**src/rtl/data_mem_access_ctrl.sv**
```systemverilog
// -----------------------------------------------------------------------------
// data_mem_access_ctrl
//
// MEM-stage load/store controller sitting directly in front of a byte-addressed
// RAM (data_ram256x8 style: Enable / ReadWrite / Address / DataIn / Size in,
// DataOut back). One pipeline request is accepted at a time over a valid/ready
// handshake. The request is checked for alignment, range and legal size at the
// accept edge. A legal request is then walked through a fixed access sequence:
//
//   IDLE -> SETUP -> ACCESS (ACCESS_CYCLES cycles) -> CAPTURE -> RESP -> IDLE
//
// A rejected request takes a one-cycle ERR response instead:
//
//   IDLE -> ERR -> IDLE
//
// Either path finishes with a one-cycle response pulse. That pulse carries
// zero- or sign-extended load data, or an error flag.
//
// Parameters
//   MEM_BYTES      addressable bytes in the RAM (highest legal address MEM_BYTES-1)
//   ACCESS_CYCLES  cycles MemEnable is held high per access (1..15)
//
// Ports
//   Clk           in   rising-edge clock
//   Reset         in   asynchronous, active-low reset
//   ReqValid      in   request present
//   ReqReady      out  controller idle and able to accept
//   ReqRW         in   0 = load, 1 = store
//   ReqAddr[31:0] in   byte address
//   ReqData[31:0] in   store data, right-justified
//   ReqSize[1:0]  in   00 byte, 01 half, 10 word, 11 illegal
//   ReqSigned     in   loads: 1 = sign-extend, 0 = zero-extend
//   RspValid      out  one-cycle response pulse
//   RspData[31:0] out  extended load data (0 for stores and errors)
//   RspErr        out  request was rejected
//   ErrCount[7:0] out  saturating count of rejected requests
//   MemEnable     out  RAM Enable
//   MemReadWrite  out  RAM ReadWrite
//   MemAddress    out  RAM Address
//   MemDataIn     out  RAM DataIn, masked to the access size
//   MemSize       out  RAM Size
//   MemDataOut    in   RAM DataOut (byte/half right-justified, upper bits ignored)
// -----------------------------------------------------------------------------
module data_mem_access_ctrl #(
  parameter int MEM_BYTES     = 256,
  parameter int ACCESS_CYCLES = 1
) (
  input  logic        Clk,
  input  logic        Reset,
  input  logic        ReqValid,
  output logic        ReqReady,
  input  logic        ReqRW,
  input  logic [31:0] ReqAddr,
  input  logic [31:0] ReqData,
  input  logic [1:0]  ReqSize,
  input  logic        ReqSigned,
  output logic        RspValid,
  output logic [31:0] RspData,
  output logic        RspErr,
  output logic [7:0]  ErrCount,
  output logic        MemEnable,
  output logic        MemReadWrite,
  output logic [31:0] MemAddress,
  output logic [31:0] MemDataIn,
  output logic [1:0]  MemSize,
  input  logic [31:0] MemDataOut
);

  localparam logic [1:0] SZ_BYTE = 2'b00;
  localparam logic [1:0] SZ_HALF = 2'b01;
  localparam logic [1:0] SZ_WORD = 2'b10;
  localparam logic [1:0] SZ_ILL  = 2'b11;

  localparam logic [3:0]  CNT_LOAD  = 4'(ACCESS_CYCLES - 1);
  localparam logic [32:0] MEM_LIMIT = 33'(MEM_BYTES);

  typedef enum logic [2:0] {
    S_IDLE    = 3'd0,
    S_SETUP   = 3'd1,
    S_ACCESS  = 3'd2,
    S_CAPTURE = 3'd3,
    S_RESP    = 3'd4,
    S_ERR     = 3'd5
  } state_t;

  state_t r_state;
  state_t w_state_next;

  // Latched request; also drives the RAM buses, which therefore hold their
  // last values while idle.
  logic        r_mem_rw;
  logic [31:0] r_mem_addr;
  logic [31:0] r_mem_din;
  logic [1:0]  r_mem_size;
  logic        r_signed;

  logic [3:0]  r_cnt;
  logic [31:0] r_load_data;
  logic [7:0]  r_err_cnt;

  logic        w_accept;
  logic        w_req_err;
  logic [2:0]  w_nbytes;
  logic [32:0] w_last_byte;
  logic [31:0] w_store_masked;
  logic [31:0] w_load_ext;

  // ---------------------------------------------------------------------------
  // Request checking (combinational, evaluated on the live request inputs and
  // used only at the accept edge)
  // ---------------------------------------------------------------------------
  assign w_accept = ReqValid && (r_state == S_IDLE);

  always_comb begin
    w_nbytes = 3'd4;
    case (ReqSize)
      SZ_BYTE: w_nbytes = 3'd1;
      SZ_HALF: w_nbytes = 3'd2;
      default: w_nbytes = 3'd4;
    endcase
  end

  // 33-bit sum so an address near 2^32 cannot wrap back into range.
  assign w_last_byte = {1'b0, ReqAddr} + {30'd0, w_nbytes} - 33'd1;

  always_comb begin
    w_req_err = 1'b0;
    if (ReqSize == SZ_ILL)
      w_req_err = 1'b1;
    if ((ReqSize == SZ_HALF) && ReqAddr[0])
      w_req_err = 1'b1;
    if ((ReqSize == SZ_WORD) && (ReqAddr[1:0] != 2'b00))
      w_req_err = 1'b1;
    if (w_last_byte >= MEM_LIMIT)
      w_req_err = 1'b1;
  end

  always_comb begin
    w_store_masked = ReqData;
    case (ReqSize)
      SZ_BYTE: w_store_masked = {24'd0, ReqData[7:0]};
      SZ_HALF: w_store_masked = {16'd0, ReqData[15:0]};
      default: w_store_masked = ReqData;
    endcase
  end

  // Extension of the RAM read data; only the bits of the access size matter.
  always_comb begin
    w_load_ext = MemDataOut;
    case (r_mem_size)
      SZ_BYTE: w_load_ext = {{24{r_signed & MemDataOut[7]}},  MemDataOut[7:0]};
      SZ_HALF: w_load_ext = {{16{r_signed & MemDataOut[15]}}, MemDataOut[15:0]};
      default: w_load_ext = MemDataOut;
    endcase
  end

  // ---------------------------------------------------------------------------
  // FSM: state register
  // ---------------------------------------------------------------------------
  always_ff @(posedge Clk or negedge Reset) begin
    if (!Reset)
      r_state <= S_IDLE;
    else
      r_state <= w_state_next;
  end

  // ---------------------------------------------------------------------------
  // FSM: next-state logic
  // ---------------------------------------------------------------------------
  always_comb begin
    w_state_next = r_state;
    case (r_state)
      S_IDLE: begin
        if (w_accept)
          w_state_next = w_req_err ? S_ERR : S_SETUP;
      end
      S_SETUP:   w_state_next = S_ACCESS;
      S_ACCESS: begin
        if (r_cnt == 4'd0)
          w_state_next = S_CAPTURE;
      end
      S_CAPTURE: w_state_next = S_RESP;
      S_RESP:    w_state_next = S_IDLE;
      S_ERR:     w_state_next = S_IDLE;
      default:   w_state_next = S_IDLE;
    endcase
  end

  // ---------------------------------------------------------------------------
  // FSM: outputs. Decoded straight from the state, so an asynchronous reset
  // drops MemEnable and RspValid immediately.
  // ---------------------------------------------------------------------------
  always_comb begin
    ReqReady  = 1'b0;
    MemEnable = 1'b0;
    RspValid  = 1'b0;
    RspErr    = 1'b0;
    RspData   = 32'd0;
    case (r_state)
      S_IDLE:   ReqReady  = 1'b1;
      S_ACCESS: MemEnable = 1'b1;
      S_RESP: begin
        RspValid = 1'b1;
        RspData  = r_load_data;
      end
      S_ERR: begin
        RspValid = 1'b1;
        RspErr   = 1'b1;
      end
      default: ;
    endcase
  end

  // ---------------------------------------------------------------------------
  // Datapath registers
  // ---------------------------------------------------------------------------
  always_ff @(posedge Clk or negedge Reset) begin
    if (!Reset) begin
      r_mem_rw    <= 1'b0;
      r_mem_addr  <= 32'd0;
      r_mem_din   <= 32'd0;
      r_mem_size  <= 2'b00;
      r_signed    <= 1'b0;
      r_cnt       <= 4'd0;
      r_load_data <= 32'd0;
      r_err_cnt   <= 8'd0;
    end else begin
      // A rejected request never reaches the RAM, so the buses keep their
      // previous contents.
      if (w_accept && !w_req_err) begin
        r_mem_rw   <= ReqRW;
        r_mem_addr <= ReqAddr;
        r_mem_din  <= w_store_masked;
        r_mem_size <= ReqSize;
        r_signed   <= ReqSigned;
      end

      // Loaded one cycle before ACCESS so it counts the ACCESS cycles exactly.
      if (r_state == S_SETUP)
        r_cnt <= CNT_LOAD;
      else if ((r_state == S_ACCESS) && (r_cnt != 4'd0))
        r_cnt <= r_cnt - 4'd1;

      if (r_state == S_CAPTURE)
        r_load_data <= r_mem_rw ? 32'd0 : w_load_ext;

      if ((r_state == S_ERR) && (r_err_cnt != 8'hFF))
        r_err_cnt <= r_err_cnt + 8'd1;
    end
  end

  assign MemReadWrite = r_mem_rw;
  assign MemAddress   = r_mem_addr;
  assign MemDataIn    = r_mem_din;
  assign MemSize      = r_mem_size;
  assign ErrCount     = r_err_cnt;

endmodule

```
**config.mk**
```make
export PLATFORM = sky130hd
export DESIGN_NAME = data_mem_access_ctrl
export DESIGN_NICKNAME = d
export VERILOG_FILES = /design/src/rtl/data_mem_access_ctrl.sv
export SDC_FILE = /design/constraint.sdc
export NUM_CORES = 1
export LEC_CHECK = 0
export CORE_MARGIN = 2
export CORE_UTILIZATION = 42
export DETAILED_ROUTE_END_ITERATION = 8
export GPL_ROUTABILITY_DRIVEN = 0
export PLACE_DENSITY_LB_ADDON = 0.12
export RECOVER_POWER = 25
export SKIP_LAST_GASP = 1
export SLEW_MARGIN = 20
export SYNTH_ARGS = -nofsm -noshare
export SYNTH_HDL_FRONTEND = slang
export SYNTH_SLANG_ARGS = --single-unit
```
**constraint.sdc**
```tcl
create_clock -name Clk -period 4.6 [get_ports Clk]
set_input_delay 0.46 -clock Clk [delete_from_list [all_inputs] [get_ports Clk]]
set_output_delay 0.46 -clock Clk [all_outputs]
set_load 0.05 [all_outputs]
```
==> results.cfg <==
[setup_path]
worstSetupPathType = in2reg
critPathLaunchType = input pin
worstPathArrival_ns = 4.56
crit_start = ReqSize[1]
r2r_slack_ns = 1.70
reg2reg_depth = 4
reg2reg_from = r_state[2]$_DFFE_PN0P_
endpoint = MemDataIn[15]$_DFFE_PN0P_
critPathMaxFanout = 37
critPathRequiredTime_ns = 4.90
end_kind = register
worstReg2RegEnd = r_load_data[15]$_DFFE_PN0P_

[clock_tree]
worstSkewPairLatency_ns = 0.42
clkSinkCount = 115
h-tree-depth = 4
cts_max_path_buffers = 2
cts_hold_buf = 1
clkTransAtPathRegs_ns = 0.05
postCtsSetupBuffers = 0
cts_inserted_buffers = 17
cts_root_buf = clkbuf_16
cts_tree = yes
cts_resized = 0

[die]
row_count = 48
io_pins = 214
initial_core_util_pct = 42.97
fp.dieW_um = 137.0
dieArea_mm2 = 0.01878
core_area_mm2 = 0.01730
die_y_um = 137.0

[synth]
synth_top_family_by_area = compound AO/OA/AOI/OAI gates
synth-xor-area-share_pct = 1.650
ys_ff_latch = 115
synth_fa_ha_area_share_pct = 6.330
synth_cell_type_count = 64
muxShareOfSynthArea_pct = 10.93
synthTopCellsByArea = dfrtp_1, ha_1, mux2_1, nand2_1, inv_1
synth_compound_area_share_pct = 18.92
ys_warn_count = 0
ys_seq_area_share_pct = 38.72
syn_nets = 941
synth_edf_count = 0
yosysTopAreaCell = dfrtp_1
synth_ff_type = dfrtp_1
synth_simple_gate_area_share_pct = 16.80
syn_area_mm2 = 0.007432
postSynth.asyncResetShare_pct = 100.0
synth_top_area_share_pct = 38.72
syn_inst = 801
postSynthAreaPerCell_um2 = 9.279

[sta]
setup_violations = 0
fin_skew_ns = 0.01118
layout_worst_path_cycle_share_pct = 92.70
drv_slew = 112
worst_pin_slew_ns = 1.890
max_freq_mhz = 234.5
maxSlewHeadroom_pct = -25.99
period_needed_ns = 4.264
timing_hold_violations_final = 0
layout_setup_ws_ns = 0.3359
rsz0062_at_grt = no

[global_routing]
antenna_found_initial = 0
track_usage_pct = 22.11
grt_pass1_vias = 6540
grt_max_degree = 52
grt_pass1_wl_um = 32790
grt.overflow.total = 0

[routing]
drt_wl_total_um = 20840
vias_per_cell = 5.445
wl_per_cell_um = 16.67
vias = 6806
route.detailed.drc = 0
drtPass1Iterations = 7
drt_iter0_drc = 368
drtAntennaViolNets = 0

[power_and_ir_drop]
internal_power_w = 0.002288
peakVddDrop_mv = 0.2883
p_leak_nw = 5.132
p_per_area_mw_per_mm2 = 329.9
pwr-share-clk_pct = 39.9
p_sw_w = 0.001154
seqPwrFrac_pct = 33.1
combPwrFrac_pct = 27.1
switching_share_pct = 33.53

[placement]
placed_cell_area_mm2 = 0.009826
dp_slack_ns = -0.07555
hpwl_um = 15370
io_buffers = 213

[run_status]
status = complete, but fails checks
violations = capacitance limit, slew limit

[worst_hold_path]
hold_class = reg2reg

[cells_and_area]
diodes = 0
layout_commonest_cell = clkdlybuf4s50_1
areaGrowthSynthToFinish_pct = 40.40
final_net_count = 1152
drive_above_1_share_pct = 6.829
fillerInstances = 1552
final_cell_mix = clkdlybuf4s50_1, dfrtp_1, nand2_1, inv_1
finish.instance_area_mm2 = 0.01044

[job]
drv_cap = 3
[metal layers]
| metal | global-route usage (%) | routed length (um) | vias up |
|---|---|---|---|
| li1 | - | - | 3284 |
| met5 | 0 | 0 | - |
| met4 | 8.648 | 529 | 0 |
| met1 | 28.83 | 9234 | 3236 |
| met2 | 34.88 | 9595 | 243 |
| met3 | 5.926 | 1476 | 43 |
[critical path, cell delays in order]
cell	delay (ns)
clkdlybuf4s50_1	0.45
or2_2	0.33
ha_1	0.18
inv_1	0.05
ha_1	0.15
inv_1	0.05
fa_1	0.36
nor2b_1	0.14
o31ai_2	0.13
a2111oi_4	0.35
buf_4	0.20
o2111a_1	0.18
a311oi_1	0.06
a2111oi_0	0.39
and4bb_1	0.34
nand4b_4	0.14
buf_12	0.22
buf_4	0.23
mux2i_1	0.13
[final cells by class]
type / instances / area, um^2 / area share (%)
clock buffer: 18 / 429.2 / 4.113
tap: 225 / 281.5 / 2.698
sequential: 115 / 2878 / 27.58
inverter: 72 / 270.3 / 2.590
timing repair buffer: 238 / 2318 / 22.22
multi-input combinational: 568 / 4080 / 39.10
clock inverter: 14 / 177.7 / 1.703
[Yosys cell counts (25+ instances only)]
| library cell | count |
|---|---|
| clkbuf_1 | 28 |
| nand2_1 | 79 |
| inv_1 | 72 |
| and3_1 | 36 |
| nand2b_1 | 27 |
| dfrtp_1 | 115 |
| ha_1 | 36 |
| nor2_1 | 29 |
| mux2_1 | 38 |
| a21oi_1 | 45 |
| mux2i_1 | 26 |
| a22o_1 | 25 |
| o21ai_0 | 45 |
[kinds of logic (layout without fill, tap and decap cells)]
family,Yosys count,in the layout
compound gates,204,204
buf+inv,118,342
xor+xnor,14,14
simple gates,240,240
fa+ha+maj,37,37
mux,73,73
flops,115,115
[worst min path at each step]
| stage | start | endpoint | slack [ns] | depth (start not counted) |
|---|---|---|---|---|
| CTS | r_load_data[2]$_DFFE_PN0P_ | r_load_data[2]$_DFFE_PN0P_ | 0.48 | 2 |
| floorplan | Reset | ErrCount[0]$_DFFE_PN0P_ | 0.16 | 0 |
| detailed placement | Reset | ErrCount[5]$_DFFE_PN0P_ | 0.44 | 1 |
| global route | r_load_data[2]$_DFFE_PN0P_ | r_load_data[2]$_DFFE_PN0P_ | 0.50 | 2 |
| finish | r_load_data[2]$_DFFE_PN0P_ | r_load_data[2]$_DFFE_PN0P_ | 0.47 | 2 |
| global placement | Reset | ErrCount[3]$_DFFE_PN0P_ | 0.43 | 1 |
[per-stage QoR]
step	TNS, ns	instances	total power (W)	utilization (%)	hold WS [ns]
after floorplan	0	801	0.001735	-	0.1644
after global placement	-1.997	1217	0.002075	56.81	0.4350
after detailed placement	-2.535	1217	0.002082	56.81	0.4388
after CTS	0	1250	0.003472	60.37	0.4777
after global routing	0	1250	0.003609	60.33	0.4988
final	0	1250	0.003442	60.33	0.4745
[registers in the layout (all words and copies together), names as in the netlist]
name / flops
MemDataIn: 32
MemSize: 2
r_signed: 1
r_cnt: 4
r_state: 3
ErrCount: 8
r_load_data: 32
MemAddress: 32
MemReadWrite: 1
[power groups by stage]
stage / Combinational, W / Sequential (W) / Clock (W)
after global routing: 0.00102 / 0.00115 / 0.00145
after CTS: 0.000933 / 0.00114 / 0.00140
final: 0.000932 / 0.00114 / 0.00137
after detailed placement: 0.000927 / 0.00116 / 0
after global placement: 0.000923 / 0.00115 / 0
after floorplan: 0.000558 / 0.00118 / 0
Power figures use the tool's default switching activity.
